==> src/rtl/wb_scoreboard_stage.sv <==
// ---------------------------------------------------------------------------
// wb_scoreboard_stage
// MEM/WB pipeline register with writeback data select, driving the register
// file write port, plus a per-register pending-write scoreboard fed by ID
// issue events so the hazard unit can see in-flight producers.
//
// Ports:
//   clk, reset (sync, active-low)
//   mem_valid/mem_regwrite/mem_memtoreg/mem_rd/mem_aluresult/mem_readdata
//     : MEM stage result being handed to writeback
//   stall, flush       : hold / bubble control for the MEM/WB register
//   issue_valid/issue_regwrite/issue_rd : ID issue event (scoreboard set)
//   ra1, ra2           : ID source registers to look up
//   we3, wa3, wd3      : register file write port
//   busy1, busy2       : source register has an uncommitted producer
//   sb_ovf             : sticky scoreboard counter saturation flag
//   commit_count       : number of committed register writes (wraps)
// ---------------------------------------------------------------------------
module wb_scoreboard_stage #(
  parameter int unsigned N  = 64,
  parameter int unsigned ZR = 31
) (
  input  logic         clk,
  input  logic         reset,
  input  logic         mem_valid,
  input  logic         mem_regwrite,
  input  logic         mem_memtoreg,
  input  logic [4:0]   mem_rd,
  input  logic [N-1:0] mem_aluresult,
  input  logic [N-1:0] mem_readdata,
  input  logic         stall,
  input  logic         flush,
  input  logic         issue_valid,
  input  logic         issue_regwrite,
  input  logic [4:0]   issue_rd,
  input  logic [4:0]   ra1,
  input  logic [4:0]   ra2,
  output logic         we3,
  output logic [4:0]   wa3,
  output logic [N-1:0] wd3,
  output logic         busy1,
  output logic         busy2,
  output logic         sb_ovf,
  output logic [31:0]  commit_count
);

  localparam int unsigned NREG = 32;
  localparam int unsigned CW   = 2;
  localparam logic [4:0]      ZR_IDX  = 5'(ZR);
  localparam logic [CW-1:0]   CNT_MAX = '1;

  // MEM/WB register
  logic         r_valid;
  logic         r_regwrite;
  logic [4:0]   r_rd;
  logic [N-1:0] r_data;
  logic         r_first;   // current WB occupant has not yet cleared its scoreboard entry

  // Scoreboard state
  logic [CW-1:0] r_cnt [NREG];
  logic          r_ovf;
  logic [31:0]   r_commit_cnt;

  logic            w_we3;
  logic            w_set;
  logic            w_clr;
  logic [N-1:0]    w_sel_data;
  logic [NREG-1:0] w_set_vec;
  logic [NREG-1:0] w_clr_vec;
  logic            w_ovf_hit;

  // Writeback select ahead of the register keeps latency at one cycle
  assign w_sel_data = mem_memtoreg ? mem_readdata : mem_aluresult;

  assign w_we3 = r_valid & r_regwrite & (r_rd != ZR_IDX);
  assign w_set = issue_valid & issue_regwrite & (issue_rd != ZR_IDX);
  // A stalled commit keeps we3 high but only retires its entry once
  assign w_clr = w_we3 & r_first;

  // Decode set/clear events per register; detect saturating set
  always_comb begin
    w_set_vec = '0;
    w_clr_vec = '0;
    w_ovf_hit = 1'b0;
    if (w_set) w_set_vec[issue_rd] = 1'b1;
    if (w_clr) w_clr_vec[r_rd]     = 1'b1;
    w_set_vec[ZR_IDX] = 1'b0;
    w_clr_vec[ZR_IDX] = 1'b0;
    for (int i = 0; i < NREG; i++) begin
      if (w_set_vec[i] && !w_clr_vec[i] && (r_cnt[i] == CNT_MAX))
        w_ovf_hit = 1'b1;
    end
  end

  // MEM/WB register: reset > flush > stall > load
  always_ff @(posedge clk) begin
    if (!reset) begin
      r_valid    <= 1'b0;
      r_regwrite <= 1'b0;
      r_rd       <= '0;
      r_data     <= '0;
      r_first    <= 1'b0;
    end else if (flush) begin
      r_valid <= 1'b0;
      r_first <= 1'b0;
    end else if (stall) begin
      if (w_we3) r_first <= 1'b0;
    end else begin
      r_valid    <= mem_valid;
      r_regwrite <= mem_regwrite;
      r_rd       <= mem_rd;
      r_data     <= w_sel_data;
      r_first    <= 1'b1;
    end
  end

  // Pending-write counters; simultaneous set and clear cancel out
  always_ff @(posedge clk) begin
    if (!reset) begin
      for (int i = 0; i < NREG; i++) r_cnt[i] <= '0;
    end else begin
      for (int i = 0; i < NREG; i++) begin
        if (i == int'(ZR)) begin
          r_cnt[i] <= '0;
        end else if (w_set_vec[i] && !w_clr_vec[i]) begin
          if (r_cnt[i] != CNT_MAX) r_cnt[i] <= r_cnt[i] + CW'(1);
        end else if (!w_set_vec[i] && w_clr_vec[i]) begin
          if (r_cnt[i] != '0) r_cnt[i] <= r_cnt[i] - CW'(1);
        end
      end
    end
  end

  // Sticky overflow flag and commit counter
  always_ff @(posedge clk) begin
    if (!reset) begin
      r_ovf        <= 1'b0;
      r_commit_cnt <= '0;
    end else begin
      if (w_ovf_hit) r_ovf <= 1'b1;
      if (w_clr)     r_commit_cnt <= r_commit_cnt + 32'd1;
    end
  end

  assign we3          = w_we3;
  assign wa3          = r_rd;
  assign wd3          = r_data;
  assign busy1        = (r_cnt[ra1] != '0);
  assign busy2        = (r_cnt[ra2] != '0);
  assign sb_ovf       = r_ovf;
  assign commit_count = r_commit_cnt;

endmodule
==> config.mk <==
export PLATFORM = sky130hd
export DESIGN_NAME = wb_scoreboard_stage
export DESIGN_NICKNAME = d
export VERILOG_FILES = /design/src/rtl/wb_scoreboard_stage.sv
export SDC_FILE = /design/constraint.sdc
export NUM_CORES = 1
export LEC_CHECK = 0
export BUFFER_PORTS_ARGS = -buffer_cell sky130_fd_sc_hd__buf_2
export CAP_MARGIN = 20
export CORE_UTILIZATION = 58
export DETAILED_ROUTE_END_ITERATION = 16
export PLACE_DENSITY = 0.92
export SYNTH_ARGS = -nofsm -noshare
export SYNTH_HDL_FRONTEND = slang
export SYNTH_SLANG_ARGS = --single-unit
==> constraint.sdc <==
create_clock -name clk -period 5.6 [get_ports clk]
set_input_delay 0.56 -clock clk [delete_from_list [all_inputs] [get_ports clk]]
set_output_delay 0.56 -clock clk [all_outputs]
set_load 0.05 [all_outputs]
==> summary.txt, run 1 <==
Outcome
  • Outcome: complete, no violations

Drt
  • Via count: about 9,500
  • Final ANT Viol Nets: 0
  • DR pass1 iterations: 6
  • Post-DR vias/cell: around 6.2
  • DR WL/cell: 18.1 um
  • Initial DRC count: approximately 900
  • DRC: 0
  • Detailed Route WL: around 28,000 um

Final layout
  • Layout cells sized above 1: roughly a quarter
  • Most common cell after layout, fill and taps aside: buf_2
  • Area delta synth->final: 18.8%
  • Most frequent cells in the layout: buf_2 (260), nor2_1 (176), dfxtp_1 (105), a211oi_1 (90), nand2_1 (86)
  • Design area: 11,800 um2
  • Nets: 1,455

Clock network
  • TritonCTS clock tree: done
  • Max clock buf depth: 2
  • # hold bufs at CTS: 0
  • Post-CTS Setup Repair Bufs: 0
  • Worst-Skew Late Latency: between 0.4 and 0.5 ns
  • CTS Sinks: 167
  • Reg clk slew, reported paths: 0.06 ns
  • CTS resizes: 0
  • Max H-tree Level: 4
  • CTS Buf Count: 17
  • Root Driver: clkbuf_16

Global routing
  • Overall routing resource usage: around a third
  • Largest net degree at the start of global routing: 79
  • Antenna violations before repair: 1
  • Final global-route overflow total: 0
  • Vias in the first global route: 8,981
  • First-pass GRT wire length: between 40,000 and 50,000 um

Floorplanning
  • Row cnt: 47
  • Initial core utilization: ~59%
  • Die Wd: about 130 um
  • Core area: ~17,000 um2
  • Io pins: 262
  • Die height: around 130 um
  • Area of the die: approximately 18,000 um2

Yosys
  • Mapped Avg Cell Area: around 9.1 um2
  • Mux share of post-synthesis cell area: a little under an eighth
  • Register area share after synthesis: roughly two fifths
  • Top FF cell, synth: dfxtp_1
  • Synthesized flop and latch total: 167
  • Post-Synth Adder-Cell Area: 0.480%
  • Synth Area in Compound Gates: between 10% and 20%
  • Largest family of logic cells by synthesized area: simple AND/OR/NAND/NOR gates
  • Synth Net Count: 1,253
  • Cell count after synthesis: around 1,100
  • Number of enable flip-flop cells after synthesis: 62
  • Mapped cell area: about 9900 um2
  • Yosys Warn Count: 0
  • Synth Area in Simple Gates: a little over a fifth
  • XOR/XNOR Fraction of Synth Area: under 10%
  • Cell variety after synth: between 60 and 70
  • Async SR Flop Fraction: 0%

STA
  • Final worst slack: 2.63 ns
  • Worst hold slack: 0.378 ns
  • Period utilisation layout: between 50 and 60%
  • Clock Skew: just over 0.01 ns
  • Max Slew Vio Count: 0
  • Setup TNS: 0 ns
  • Finish-stage setup viols: 0
  • Tmin final: ~3 ns
  • RSZ-0062 raised after global routing: false
  • Final Hold Vio Count: 0
  • Achievable clock frequency: between 300 and 400 MHz
  • Slew @ Worst Pin: between 1 and 1.5 ns
  • Worst rel slew slack: around a quarter

Place
  • Final HPWL DP: roughly 20,000 um
  • GPL Wtd Cong: around 0.99
  • Area after DPL: ~11,000 um2
  • Port Buf Inserts: 261
  • Pre-CTS setup slack: 2.59 ns

Worst hold path
  • Hold Path Class: input pin to register

Setup path
  • Max FO, Critical Path: 7
  • Startpoint Class: register
  • Crit-path max cell delay: 0.49 ns
  • CP max-delay cell: edfxtp_1
  • CP bufs+invs: 1
  • Delay-heaviest family, CP: multiplexers
  • Setup crit end kind: output port
  • CP Class: register to output port
  • Worst EP arrival: 2.41 ns
  • Worst path cell trace: nor2_1, mux4_2, mux4_2, mux2i_1, buf_2
  • Most frequent cell on the critical path: mux4_2
  • Worst endpoint required time: slightly above 5 ns
  • Reg2Reg Setup Slack: ~3.0 ns

Pwr
  • Total power: 0.00305 W
  • Pwr per Cell Area: roughly 260 nW/um2
  • VDD IR-drop max: 0.000185 V
  • Leak: 4.80 nW

Flow run
  • Max cap viols: 0
-- layer usage --
layer	share of wire, %	GRT usage, %
met1	37	36.9
met5	0	0
met3	8.9	8.31
met2	49	54.1
met4	4.4	15.2
-- final timing paths --
| path | endpoint | cells after the start | start |
|---|---|---|---|
| worst min-delay path | r_regwrite$_SDFFE_PN0P_ | 3 | mem_regwrite |
| worst max-delay path | busy2 | 5 | r_cnt[5][1]$_SDFFCE_PN0P_ |
| worst max register to register | sb_ovf$_SDFFE_PN0P_ | 5 | wa3[2]$_SDFFE_PN0P_ |
| worst min register to register | commit_count[31]$_SDFFE_PN0N_ | 2 | commit_count[31]$_SDFFE_PN0N_ |
-- power by group --
| part | internal [W] | switching, W | leakage (nW) |
|---|---|---|---|
| combinational | 0.000172 | 0.000322 | 3.00 |
| clock | 0.000687 | 0.000490 | 0.298 |
| sequential | 0.00132 | 0.0000574 | 1.50 |
-- per-stage QoR --
step,utilization [%],instances
floorplan,-,1093
global placement,67.0,1496
detailed placement,67.0,1496
CTS,70.6,1527
global route,70.6,1528
finish,70.6,1529
-- area by class of cell --
class	instances	area, um2
Inverter	21	81.3
Clock buffer	24	547
Fill cell	1256	4880
Multi-Input combinational cell	823	5500
Antenna cell	2	5.00
Sequential cell	167	3960
Clock inverter	7	51.3
Timing Repair Buffer	265	1340
Tap cell	220	275
-- worst min-delay path, delay by kind of cell --
kind / cells / cell delay, ns
AOI/OAI and AO/OA: 1 / 0.05
and+or+nand+nor: 1 / 0.04
buffers and inverters: 1 / 0.10
-- synth_stat cells (5+ instances only) --
master | instances | area [um2]
nand3b_1 | 6 | 45.0
mux2i_1 | 80 | 801
o211ai_1 | 11 | 82.6
a31oi_1 | 6 | 37.5
a2111oi_0 | 13 | 114
or2_2 | 6 | 37.5
o221ai_1 | 6 | 52.6
dfxtp_1 | 105 | 2100
o2111ai_1 | 5 | 43.8
nor4_1 | 6 | 37.5
buf_2 | 13 | 65.1
clkbuf_1 | 53 | 199
o21ai_0 | 27 | 135
o211a_1 | 5 | 50.1
nand2b_1 | 8 | 50.1
a21o_1 | 5 | 37.5
nor3_1 | 32 | 160
a21oi_1 | 51 | 255
nand4_1 | 14 | 87.6
xnor2_1 | 27 | 236
and4b_1 | 7 | 70.1
mux4_2 | 16 | 360
edfxtp_1 | 62 | 1860
or3_1 | 5 | 31.3
xor2_1 | 14 | 123
buf_1 | 9 | 33.8
nor2_1 | 177 | 664
o311ai_0 | 5 | 43.8
and2_1 | 9 | 56.3
nand3_1 | 35 | 175
and4_1 | 7 | 61.3
a211oi_1 | 90 | 676
nand2_1 | 86 | 323
inv_1 | 21 | 78.8
-- cells by family (layout without fill, tap and decap cells) --
kind of cell | count (synthesis) | count (layout)
buffers and inverters | 103 | 317
adder cells (fa/ha/maj) | 4 | 4
multiplexers | 98 | 98
flip-flops | 167 | 167
AO/OA/AOI/OAI | 256 | 256
AND/OR/NAND/NOR | 424 | 424
other | 0 | 2
XOR/XNOR | 41 | 41
-- registers in the layout, summed over array words and instances (netlist names) --
register,cells
wd3,64
r_first,1
commit_count,32
sb_ovf,1
wa3,5
r_valid,1
r_cnt,62
r_regwrite,1
(Power assumes the default switching activity.)
==> run 2, diff against run 1 <==
--- a/config.mk
+++ b/config.mk
@@ -7,9 +7,9 @@
 export LEC_CHECK = 0
 export BUFFER_PORTS_ARGS = -buffer_cell sky130_fd_sc_hd__buf_2
 export CAP_MARGIN = 20
-export CORE_UTILIZATION = 58
+export CORE_UTILIZATION = 49
 export DETAILED_ROUTE_END_ITERATION = 16
-export PLACE_DENSITY = 0.92
+export PLACE_DENSITY = 0.83
 export SYNTH_ARGS = -nofsm -noshare
 export SYNTH_HDL_FRONTEND = slang
 export SYNTH_SLANG_ARGS = --single-unit
==> constraint.sdc (replaced) <==
create_clock -name clk -period 2.5 [get_ports clk]
set_input_delay 0.25 -clock clk [delete_from_list [all_inputs] [get_ports clk]]
set_output_delay 0.25 -clock clk [all_outputs]
set_load 0.05 [all_outputs]
==> run 2 against run 1 <==
The flow now finishes with violations (negative setup slack). Sequential share of layout area shrank 2.1 points. Critical path depth stayed put. Clock-buffer cell count fell by 6. Final cell count increased by 8.1%. Combinational power rose to 2.5 times the previous value. Highest routed layer unchanged. Cell area increased by 6.5%. Critical endpoint is now busy1.
==> summary.txt, run 2 (same netlist as run 1, synthesis figures left out) <==
Final layout
  • Fill cell count: roughly 1,600
  • Most common cell after layout, fill and taps aside: buf_2
  • Max reg flops: 64
  • Fin cells: 1,653
  • Most frequent cells in the layout: buf_2 (258), nor2_1 (168), dfxtp_1 (105), a211oi_1 (90), nand2_1 (86)
  • Layout cells sized above 1: a little under a third
  • Area delta synth->final: 26.6%
  • Nets: ~1,500
  • Multi-input logic area: roughly 5500 um2
  • Reg area: about 4000 um2

Pwr
  • Leak: about 5.2 nW
  • VDD IR-drop max: 0.000478 V
  • Pwr per Cell Area: 566 nW/um2

STA
  • Max Slew Vio Count: 0
  • Clock Skew: about 0.011 ns
  • Slew @ Worst Pin: about 0.93 ns
  • Achievable clock frequency: 400 MHz
  • Worst rel slew slack: between 30 and 40%
  • Final Hold Vio Count: 0
  • Worst hold slack: 0.0558 ns
  • Tmin final: approximately 2.5 ns
  • Finish-stage setup viols: 1
  • RSZ-0062 raised after global routing: true
  • Period utilisation layout: 100%
  • Final worst slack: -0.000455 ns

Setup path
  • Crit path launch: r_cnt[17][1]$_DFFE_PP_
  • Setup crit end: busy1
  • Worst endpoint required time: about 2.3 ns
  • Worst flop-to-flop path endpoint: r_cnt[25][1]$_SDFFCE_PN0P_
  • Crit-path max cell delay: ~0.48 ns
  • Setup crit end kind: output port
  • CP max-delay cell: mux4_2
  • Startpoint Class: register
  • CP Class: register to output port
  • Reg2Reg Setup Slack: ~0.12 ns
  • Most frequent cell on the critical path: mux4_2
  • Max FO, Critical Path: 3
  • Worst EP arrival: about 2.3 ns
  • Cells on worst reg2reg path: 3
  • R2r startpoint: wa3[4]$_SDFFE_PN0P_
  • Worst path cell trace: nor2_1, mux4_2, mux4_2, mux2i_2, buf_6

Place
  • Placed insts: 1,564
  • Port Buf Inserts: 261
  • Final HPWL DP: approximately 22,000 um
  • GPL Wtd Cong: 0.932

Drt
  • Final ANT Viol Nets: 0
  • DR WL/cell: roughly 18 um
  • Detailed Route WL: 30,500 um
  • DR pass1 iterations: 9
  • DRC: 0
  • Initial DRC count: around 880
  • Via count: 9,897
  • Post-DR vias/cell: around 6

Floorplanning
  • Initial core utilization: between 50% and 60%
  • Die height: 144 um
  • Core area: about 20,000 um2
  • Die Wd: around 140 um
  • Row cnt: between 50 and 60
  • Io pins: roughly 260
  • Area of the die: between 20,000 and 25,000 um2

Worst hold path
  • Hold Path Class: input pin to register
  • HP Start: mem_valid

Global routing
  • Vias in the first global route: 9,041
  • Overall routing resource usage: 29.0%
  • Final global-route overflow total: 0
  • Antenna violations before repair: 2
  • Largest net degree at the start of global routing: 99
  • First-pass GRT wire length: 45,900 um

Clock network
  • Max clock buf depth: 2
  • Root Driver: clkbuf_16
  • Max H-tree Level: 4
  • Reg clk slew, reported paths: about 0.070 ns
  • # hold bufs at CTS: 0
  • CTS Sinks: 167
  • CTS Buf Count: 17
  • TritonCTS clock tree: done
  • Worst-Skew Late Latency: between 0.4 and 0.5 ns

Flow run
  • Max cap viols: 0

Outcome
  • Outcome: finished, violations left
  • Violated checks: negative setup slack
==> run 2: power by group <==
part | switching [W] | total, W | internal [W] | leakage [nW]
logic | 0.000796 | 0.00126 | 0.000466 | 3.40
registers | 0.0000985 | 0.00305 | 0.00295 | 1.50
clock network | 0.00127 | 0.00277 | 0.00150 | 0.308
total | 0.00217 | 0.00709 | 0.00492 | 5.21
==> run 2: worst min path at each step <==
stage	slack, ns	cells after the start	endpoint
floorplan	0.34	1	r_first$_SDFFE_PP0P_
global placement	0.45	2	commit_count[31]$_SDFFE_PN0N_
detailed placement	0.47	2	commit_count[31]$_SDFFE_PN0N_
CTS	0.05	3	r_valid$_SDFFE_PP0N_
global route	0.06	3	wa3[1]$_SDFFE_PN0P_
finish	0.06	3	r_valid$_SDFFE_PP0N_
==> run 2: per-stage QoR <==
stage / utilization, % / power [W] / setup slack, ns / setup TNS, ns / instance area (um2)
finish: 63.7 / 0.00709 / -0.000455 / -0.000455 / 12500
global route: 63.7 / 0.00732 / -0.0583 / -0.112 / 12500
CTS: 63.1 / 0.00708 / 0.00110 / 0 / 12400
detailed placement: 58.1 / 0.00428 / 0.197 / 0 / 11400
global placement: 58.1 / 0.00425 / 0.259 / 0 / 11400
floorplan: - / 0.00390 / 0.101 / 0 / 9900
==> run 2: repair_timing <==
action | in CTS | in global routing
setup endpoints to repair | 2 | 2
resized for setup | 5 | 11
pin swaps | 0 | 2
buffers inserted | 45 | 10
==> run 2: routing by layer <==
| metal | wire length (um) | vias up | GRT usage (%) |
|---|---|---|---|
| li1 | - | 4651 | - |
| met1 | 11000 | 4563 | 32.8 |
| met2 | 15400 | 578 | 50.8 |
| met3 | 2720 | 105 | 7.05 |
| met4 | 1380 | 0 | 14.6 |
| met5 | 0 | - | 0 |
==> run 2: final cells by class <==
| class | instances | area share [%] |
|---|---|---|
| antenna | 2 | 0.0400 |
| clock buffer | 18 | 3.60 |
| sequential | 167 | 31.6 |
| tap | 265 | 2.65 |
| timing repair buffer | 343 | 15.8 |
| multi-input combinational | 823 | 44.2 |
| inverter | 21 | 0.649 |
| clock inverter | 14 | 1.43 |
==> run 2: critical path: cells and delay by family (launching register included) <==
kind          cells  cell delay, ns
simple gates      1            0.13
mux               3            1.13
flops             1            0.39
buf+inv           1            0.18
==> run 3, diff against run 2 <==
--- a/config.mk
+++ b/config.mk
@@ -5,11 +5,12 @@
 export SDC_FILE = /design/constraint.sdc
 export NUM_CORES = 1
 export LEC_CHECK = 0
+export ABC_AREA = 1
 export BUFFER_PORTS_ARGS = -buffer_cell sky130_fd_sc_hd__buf_2
 export CAP_MARGIN = 20
-export CORE_UTILIZATION = 49
+export CORE_UTILIZATION = 48
 export DETAILED_ROUTE_END_ITERATION = 16
-export PLACE_DENSITY = 0.83
+export PLACE_DENSITY = 0.82
 export SYNTH_ARGS = -nofsm -noshare
 export SYNTH_HDL_FRONTEND = slang
 export SYNTH_SLANG_ARGS = --single-unit
==> run 3 against run 2 <==
The run now ends clean. First-iteration DRC count increased by 4.0%. Sequential share of layout area increased by 1.6 points. Clock power decreased by 5%. Non-clock buffer count decreased by 66. Setup slack improved by 0.15 ns.
==> summary.txt, run 3 <==
Outcome
  • Outcome: complete, no violations

Final layout
  • Multi-input logic area: between 5000 and 6000 um2
  • Max reg flops: 64
  • Reg area: roughly 4000 um2
  • Nets: between 1,500 and 2,000
  • Most frequent cells in the layout: buf_2 (260), nand2_1 (257), nor2_1 (206), a21oi_1 (180), o21ai_0 (129)
  • Layout cells sized above 1: between 20% and 30%
  • Fill cell count: 1,869
  • Area delta synth->final: 21.4%
  • Design area: 11,900 um2
  • Most common cell after layout, fill and taps aside: buf_2
  • Ant. Diodes: 0

Place
  • Area after DPL: 11,300 um2
  • GPL Wtd Cong: just under 1
  • Final HPWL DP: around 23,000 um
  • Port Buf Inserts: about 260

Pwr
  • Pwr per Cell Area: between 500 and 600 nW/um2
  • P_sw: 0.00210 W
  • Pint: between 0.004 and 0.005 W
  • Clock power share: between 30% and 40%
  • Sequential Power Share: between 40 and 50%
  • VDD IR-drop max: a little under 0.0005 V
  • Leak: 5.41 nW
  • Combinational power share: 16.8%
  • Switching share of power: 30.9%

Drt
  • Final ANT Viol Nets: 0
  • Via count: approximately 11,000
  • DRC: 0
  • Initial DRC count: between 900 and 1,000
  • Detailed Route WL: about 32,000 um
  • DR WL/cell: about 17 um
  • Post-DR vias/cell: 5.74
  • DR pass1 iterations: 6

Global routing
  • Largest net degree at the start of global routing: roughly 140
  • Antenna violations before repair: 2
  • Final global-route overflow total: 0
  • Overall routing resource usage: 30.1%
  • Vias in the first global route: between 10,000 and 15,000
  • First-pass GRT wire length: around 51,000 um

Clock network
  • CTS Sinks: 167
  • Max H-tree Level: 4
  • Worst-Skew Late Latency: between 0.4 and 0.5 ns
  • Max clock buf depth: 2
  • CTS Buf Count: 17
  • # hold bufs at CTS: 0
  • CTS resizes: 0
  • Root Driver: clkbuf_16
  • Post-CTS Setup Repair Bufs: 0
  • TritonCTS clock tree: done
  • Reg clk slew, reported paths: 0.08 ns

Setup path
  • CP Class: register to output port
  • Startpoint Class: register
  • Reg2Reg Setup Slack: roughly 0.38 ns
  • Worst EP arrival: roughly 2.1 ns
  • Max FO, Critical Path: 3
  • Cells on worst reg2reg path: 5
  • Worst flop-to-flop path endpoint: r_cnt[22][0]$_SDFFCE_PN0P_
  • R2r startpoint: wa3[3]$_SDFFE_PN0P_
  • Worst endpoint required time: approximately 2.3 ns
  • Setup crit end kind: output port

STA
  • Worst rel slew slack: between 40% and 50%
  • Achievable clock frequency: 425 MHz
  • Max Slew Vio Count: 0
  • Finish-stage setup viols: 0
  • Setup TNS: 0 ns
  • Period utilisation layout: between 90% and 100%
  • Tmin final: approximately 2.4 ns
  • Clock Skew: roughly 0.012 ns
  • RSZ-0062 raised after global routing: false
  • Slew @ Worst Pin: between 0.8 and 0.9 ns
  • Final Hold Vio Count: 0

Floorplanning
  • Row cnt: a little over 50
  • Die height: around 140 um
  • Initial core utilization: roughly half
  • Io pins: 262
  • Die Wd: roughly 140 um
  • Area of the die: 21,000 um2
  • Core area: a little under 20,000 um2

Yosys
  • Cell taking the most area after synthesis: dfxtp_1
  • Synth Area in Simple Gates: 30.2%
  • Cell variety after synth: 48
  • Synth cell count leaders: nand2_1 (257), nor2_1 (207), a21oi_1 (180)
  • Post-Synth Adder-Cell Area: less than 1%
  • Number of enable flip-flop cells after synthesis: slightly above 60
  • Synthesized flop and latch total: between 150 and 200
  • Yosys Warn Count: 0
  • Register area share after synthesis: 40.4%
  • Synth Net Count: 1,563
  • Async SR Flop Fraction: 0%
  • Largest family of logic cells by synthesized area: simple AND/OR/NAND/NOR gates
  • Mapped cell area: 9810 um2
  • Top FF cell, synth: dfxtp_1
  • Synth top area share: 21.4%
  • Cell count after synthesis: 1,403
  • Most common cell in the netlist: nand2_1
  • Synth Area in Compound Gates: approximately a fifth
  • Mux share of post-synthesis cell area: 0%
  • Mapped Avg Cell Area: approximately 7.0 um2
  • Synth area leaders: dfxtp_1 (21%), edfxtp_1 (19%), nand2_1 (9.8%)
  • XOR/XNOR Fraction of Synth Area: less than 1%

Worst hold path
  • Hold Path Class: input pin to register
  • HP Start: mem_readdata[30]
  • Hold depth: 3
  • Worst hold endpoint: wd3[30]$_SDFFE_PN0P_

Flow run
  • Max cap viols: 0
run 3: changes by cell type in the layout (fill, tap and decap cells not counted), moves of 66 or more:
cell / delta
inv_1: +90
mux2i_1: -77
nand3_1: +71
a211oi_1: -81
buf_4: -66
nand2_1: +171
o21ai_0: +102
a21oi_1: +129
run 3: metrics by stage:
step | hold slack (ns) | setup WS (ns) | instances | total power, W | util [%]
after detailed placement | 0.451 | 0.386 | 1880 | 0.00422 | 57.3
final | 0.0526 | 0.148 | 1911 | 0.00680 | 60.2
after CTS | 0.0461 | 0.190 | 1911 | 0.00682 | 60.2
after floorplan | 0.341 | 0.437 | 1403 | 0.00381 | -
after global placement | 0.447 | 0.501 | 1880 | 0.00419 | 57.3
after global routing | 0.0558 | 0.0591 | 1911 | 0.00704 | 60.2
run 3: cell families (layout without fill, tap and decap cells):
logic type / after synthesis / after routing
adder cells (fa/ha/maj): 3 / 3
buffers and inverters: 181 / 424
XOR/XNOR: 10 / 10
AND/OR/NAND/NOR: 668 / 668
flip-flops: 167 / 167
AO/OA/AOI/OAI: 374 / 374
run 3: power groups by stage:
stage / clock [W] / sequential (W) / combinational (W)
floorplan: 0 / 0.00334 / 0.000475
global placement: 0 / 0.00309 / 0.00110
detailed placement: 0 / 0.00309 / 0.00112
CTS: 0.00265 / 0.00303 / 0.00113
global route: 0.00277 / 0.00305 / 0.00122
finish: 0.00263 / 0.00304 / 0.00114
run 3: routing by layer:
layer / GRT usage [%] / part of all wire [%] / routed length, um
met2: 49.3 / 48 / 15400
met5: 0 / 0.083 / 27
met1: 37.0 / 39 / 12500
met4: 14.1 / 4.1 / 1330
met3: 7.74 / 9.5 / 3070
run 3: worst max path at each step:
stage                                from                          to  depth (start not counted)
6_report       r_cnt[23][0]$_SDFFCE_PN0P_                       busy1                          9
5_1_grt        r_cnt[23][0]$_SDFFCE_PN0P_                       busy1                          9
4_1_cts        r_cnt[23][0]$_SDFFCE_PN0P_                       busy1                          9
3_5_place_dp          wa3[3]$_SDFFE_PN0P_  r_cnt[22][0]$_SDFFCE_PN0P_                          5
3_3_place_gp                       ra1[1]                       busy1                         10
2_1_floorplan         wa3[4]$_SDFFE_PN0P_   r_cnt[2][0]$_SDFFCE_PN0P_                         11
run 3: layout make-up:
type | count | share of cell area, %
Clock buffer | 18 | 3.69
Clock inverter | 13 | 1.14
Inverter | 116 | 3.66
Multi-Input combinational cell | 1055 | 43.1
Sequential cell | 167 | 33.3
Tap cell | 265 | 2.78
Timing Repair Buffer | 277 | 12.3
run 3: critical path, cell delays in order, from the launching register on:
cell	delay [ns]
edfxtp_1	0.42
nor2_1	0.30
inv_1	0.13
a21oi_1	0.16
o21ai_0	0.10
nand3_1	0.10
nand3_1	0.10
nand3_1	0.08
o21ai_1	0.08
buf_2	0.22
